$ cat config.mk
export PLATFORM = sky130hd
export DESIGN_NAME = sync_fifo_core
export DESIGN_NICKNAME = d
export VERILOG_FILES = /design/src/rtl/sync_fifo_core.sv
export SDC_FILE = /design/constraint.sdc
export NUM_CORES = 1
export LEC_CHECK = 0
export BUFFER_PORTS_ARGS = -buffer_cell sky130_fd_sc_hd__buf_2
export CAP_MARGIN = 15
export CORE_UTILIZATION = 55
export CTS_CLUSTER_DIAMETER = 80
export DETAILED_ROUTE_END_ITERATION = 7
export PLACE_DENSITY = 0.75
export REMOVE_ABC_BUFFERS = 1
export SLEW_MARGIN = 5
export SYNTH_ARGS = -nofsm -noshare
export SYNTH_HDL_FRONTEND = slang
export SYNTH_SLANG_ARGS = --single-unit
$ cat constraint.sdc
create_clock -name clk_i -period 2.4 [get_ports clk_i]
set_clock_uncertainty 0.05 [all_clocks]
set_input_delay 0.36 -clock clk_i [delete_from_list [all_inputs] [get_ports clk_i]]
set_output_delay 0.36 -clock clk_i [all_outputs]
set_load 0.005 [all_outputs]
$ cat src/rtl/sync_fifo_core.sv
// Single-clock FIFO, 2**P_ADDR_WIDTH words of P_DATA_WIDTH bits, FWFT or registered read.
// Latency: a write at edge N is visible at edge N+1 (FWFT data_o, flags, fill level).
//          In registered mode, data_o is valid the cycle after an accepted rd_i.
// Backpressure: writes while full and reads while empty are silently dropped.
//
// Ports:
//   clk_i        clock, rising edge
//   rst_i        synchronous active-high reset (clears pointers and flags, not memory)
//   wr_i/data_i  write request and data
//   rd_i         read request / pop
//   data_o       read data (combinational head word in FWFT, registered otherwise)
//   fill_level_o number of stored words, 0..2**P_ADDR_WIDTH
//   empty_o      fill_level_o == 0
//   full_o       fill_level_o == 2**P_ADDR_WIDTH
module sync_fifo_core #(
    parameter int P_DATA_WIDTH = 8,
    parameter int P_ADDR_WIDTH = 4,
    parameter bit P_FWFT       = 1'b1
) (
    input  logic                    clk_i,
    input  logic                    rst_i,
    input  logic                    wr_i,
    input  logic [P_DATA_WIDTH-1:0] data_i,
    input  logic                    rd_i,
    output logic [P_DATA_WIDTH-1:0] data_o,
    output logic [P_ADDR_WIDTH:0]   fill_level_o,
    output logic                    empty_o,
    output logic                    full_o
);

    localparam int DEPTH = 1 << P_ADDR_WIDTH;

    // Pointers carry one extra wrap bit so that full and empty are distinguishable.
    logic [P_ADDR_WIDTH:0]   wr_ptr;
    logic [P_ADDR_WIDTH:0]   rd_ptr;
    logic [P_ADDR_WIDTH:0]   wr_ptr_nxt;
    logic [P_ADDR_WIDTH:0]   rd_ptr_nxt;
    logic [P_ADDR_WIDTH:0]   fill_nxt;
    logic                    empty_nxt;
    logic                    full_nxt;
    logic                    empty_q;
    logic                    full_q;
    logic                    wr_acc;
    logic                    rd_acc;
    logic [P_ADDR_WIDTH:0]   fill_q;

    logic [P_DATA_WIDTH-1:0] mem [DEPTH];

    // The registered flags always equal the pointer-derived flags, so they can
    // gate acceptance directly without a comparator in the accept path.
    assign wr_acc = wr_i & ~full_q;
    assign rd_acc = rd_i & ~empty_q;

    always_comb begin
        wr_ptr_nxt = wr_ptr + {{P_ADDR_WIDTH{1'b0}}, wr_acc};
        rd_ptr_nxt = rd_ptr + {{P_ADDR_WIDTH{1'b0}}, rd_acc};
        fill_nxt   = wr_ptr_nxt - rd_ptr_nxt;
        empty_nxt  = (wr_ptr_nxt == rd_ptr_nxt);
        full_nxt   = (wr_ptr_nxt[P_ADDR_WIDTH-1:0] == rd_ptr_nxt[P_ADDR_WIDTH-1:0]) &&
                     (wr_ptr_nxt[P_ADDR_WIDTH] != rd_ptr_nxt[P_ADDR_WIDTH]);
    end

    always_ff @(posedge clk_i) begin
        if (rst_i) begin
            wr_ptr  <= '0;
            rd_ptr  <= '0;
            fill_q  <= '0;
            empty_q <= 1'b1;
            full_q  <= 1'b0;
        end else begin
            wr_ptr  <= wr_ptr_nxt;
            rd_ptr  <= rd_ptr_nxt;
            fill_q  <= fill_nxt;
            empty_q <= empty_nxt;
            full_q  <= full_nxt;
        end
    end

    // Storage is deliberately not reset; stale contents are unreachable once
    // the pointers are cleared.
    always_ff @(posedge clk_i) begin
        if (!rst_i && wr_acc) begin
            mem[wr_ptr[P_ADDR_WIDTH-1:0]] <= data_i;
        end
    end

    generate
        if (P_FWFT) begin : g_fwft
            // Head word is always presented; rd_i consumes what is shown now.
            assign data_o = mem[rd_ptr[P_ADDR_WIDTH-1:0]];
        end else begin : g_reg
            logic [P_DATA_WIDTH-1:0] data_q;
            always_ff @(posedge clk_i) begin
                if (rst_i) begin
                    data_q <= '0;
                end else if (rd_acc) begin
                    data_q <= mem[rd_ptr[P_ADDR_WIDTH-1:0]];
                end
            end
            assign data_o = data_q;
        end
    endgenerate

    assign fill_level_o = fill_q;
    assign empty_o      = empty_q;
    assign full_o       = full_q;

endmodule

==> impl_metrics.tcl <==
set metrics [dict create \
    status "finished with violations" \
    violations "negative setup slack" \
    ant_nets 0 \
    drt_iter0_drc 332 \
    crit_arrival_ns 2.35 \
    synth-edff-count 128 \
    tritoncts "yes" \
    nets 391 \
    route.met3.wl_um 847 \
    grt_pass1_vias 3086 \
    synth_area_um2 5957 \
    post-dp-hpwl_um 7192 \
    gp_congestion 0.8292 \
    synth_top_cell_by_area "edfxtp_1" \
    syn_inst 304 \
    async_flop_share_pct 0 \
    timing.final.crit_share_pct 115.0 \
    met1_length_um 5095 \
    drc 0 \
    rows 37 \
    cp_max_fo 8 \
    top_layer "met4" \
    vias_per_cell 6.113 \
    grt_use_total_pct 23.05 \
    antenna_found_initial 0 \
    ys_types 38 \
    worstSkewPairLatency_ns 0.52 \
    finalSetupViolCount 8 \
    yosysSeqAreaShare_pct 70.24 \
    wl_per_cell_um 23.23 \
    worst_slew_pin_slew_ns 0.5626 \
    clock_sink_count 145 \
    final_hold_viol_count 0 \
    root_buffer "clkbuf_8" \
    ctsHtreeMaxLevel 4 \
    max_freq_mhz 362.4 \
    p_leak_nw 2.385 \
    wl_met2_um 5969 \
    initial_core_util_pct 57.19 \
    area_delta_synth_final_pct 16.91 \
    rsz0062_at_grt "yes" \
    hp-class "input pin to register" \
    relSlewSlack_pct 62.36 \
    drv_cap 0 \
    critical_path_class "register to primary output" \
    vias 3191 \
    core_um2 10420 \
    drv_slew 0 \
    synthTopCellsByCount "128 x edfxtp_1, 32 x mux4_1, 23 x nor2_1" \
    diodes 0 \
    die_w_um 106.1 \
    ios 27 \
    peakVddDrop_uv 428.9 \
    dieArea_um2 11250 \
    overflow 0 \
    start_kind "register" \
    synth.area.top_cells "edfxtp_1 65%, mux4_1 14%, dfxtp_1 5.7%" \
    synth-main-ff-cell "edfxtp_1" \
    cts_buffers 17 \
    drive_above_1_share_pct 35.75 \
    portBuffers 26 \
    grt_max_degree 22 \
    synth_most_common_cell "edfxtp_1" \
    power.total_mw 5.820 \
    yosys_warnings 0 \
    setup_tns_ns -2.554 \
    cts_buffer_depth 2 \
    clkTransAtPathRegs_ns 0.07 \
    fill_cells 661 \
    syn_avg_cell_area_um2 19.60 \
    postCtsSetupBuffers 0 \
    drt_wl_total_um 12130 \
    endpoint_kind "primary output" \
    synth_top_cell_area_share_pct 64.52 \
    synth-seq-cells 145 \
    chipHeight_um 106.1 \
    power_density_nw_per_um2 835.6 \
    grt_pass1_wl_um 17940 \
    ctsHoldBuffers 0 \
    fin_ws_ns -0.3597 \
    fin_crit_ns 2.760 \
    dr.pass1.iters 4 \
    required_ns 1.99 \
]
-- metrics by stage --
| step | hold slack, ns | cells | setup slack [ns] | util [%] | instance area, um^2 |
|---|---|---|---|---|---|
| floorplan | 0.3767 | 289 | -0.7131 | - | 5852 |
| global placement | 0.4517 | 487 | 0.006465 | 61.79 | 6436 |
| detailed placement | 0.4759 | 487 | -0.07321 | 61.79 | 6436 |
| CTS | 0.1423 | 521 | -0.3858 | 67.20 | 6999 |
| global route | 0.1494 | 522 | -0.3977 | 66.86 | 6964 |
| finish | 0.1505 | 522 | -0.3597 | 66.86 | 6964 |
-- path summary, 6_finish.rpt --
check                                from         endpoint  slack [ns]  depth (start not counted)
worst max-delay path            rd_ptr[0]        data_o[3]       -0.36                          4
worst min-delay path            data_i[2]        mem[2][2]        0.15                          1
worst max register to register  rd_ptr[0]  fill_level_o[4]        0.15                          9
worst min register to register  rd_ptr[4]        rd_ptr[4]        0.48                          2
-- layout by cell type, fill, tap and decap left out, types with 2 or more instances in the layout --
| master | count |
|---|---|
| nor2_1 | 23 |
| mux4_1 | 2 |
| buf_4 | 35 |
| clkbuf_16 | 17 |
| nor2b_1 | 7 |
| clkinv_1 | 2 |
| a21oi_1 | 7 |
| and2_1 | 3 |
| inv_1 | 6 |
| clkinv_4 | 3 |
| nand2b_1 | 2 |
| xnor2_1 | 5 |
| o21ai_0 | 5 |
| o311a_1 | 2 |
| or3_1 | 3 |
| inv_6 | 6 |
| nand2_1 | 10 |
| buf_16 | 2 |
| ha_1 | 6 |
| buf_2 | 26 |
| xor2_1 | 4 |
| nand3_1 | 4 |
| edfxtp_1 | 128 |
| nor3_1 | 4 |
| mux4_2 | 38 |
| dfxtp_1 | 16 |
-- registers in the layout, summed over array words and instances (netlist names) --
signal and count:
mem 128, empty_o 1, wr_ptr 5, full_o 1
fill_level_o 5, rd_ptr 5
-- critical path: stages, from the launching register on --
cell and delay [ns]:
dfxtp_4 0.46, buf_12 0.18, mux4_2 0.51, mux4_2 0.52
buf_2 0.15
-- where the power goes --
group / internal, mW / leakage, nW / switching (mW)
combinational: 0.314 / 0.826 / 0.256
clock: 1.39 / 0.266 / 1.04
sequential: 2.79 / 1.29 / 0.0324
-- kinds of logic (layout without fill, tap and decap cells) --
| logic type | count (synthesis) | in the layout | share of synthesized area (%) |
|---|---|---|---|
| and+or+nand+nor | 60 | 60 | 5.125 |
| DFF | 145 | 145 | 70.24 |
| buffers and inverters | 21 | 103 | 2.142 |
| muxes | 40 | 40 | 17.14 |
| xor gates and xnor gates | 10 | 10 | 1.701 |
| adders and majority gates | 6 | 6 | 1.260 |
| AOI/OAI and AO/OA | 22 | 22 | 2.395 |
-- final cells by class --
type	count	area [um^2]	area share (%)
multi-input cells	138	1544	22.17
inverters	6	22.52	0.3234
flip-flops and latches	145	4188	60.13
clock buffers	18	417.9	6.001
repair buffers	65	493.0	7.079
clock inverters	14	128.9	1.851
well taps	136	170.2	2.443
-- what timing repair did --
item | 4_1_cts | 5_1_grt
pin swaps | 0 | 1
gates cloned | 2 | 1
resized for setup | 14 | 21
endpoints found under the hold margin | 0 | 0
setup endpoints to repair | 8 | 9
-- routing by layer --
metal	GRT usage (%)	vias up
met4	8.631	0
met5	0	-
met2	36.46	168
met3	4.414	21
li1	-	1370
met1	32.29	1632
No activity file was read; power rests on OpenSTA's default activity.
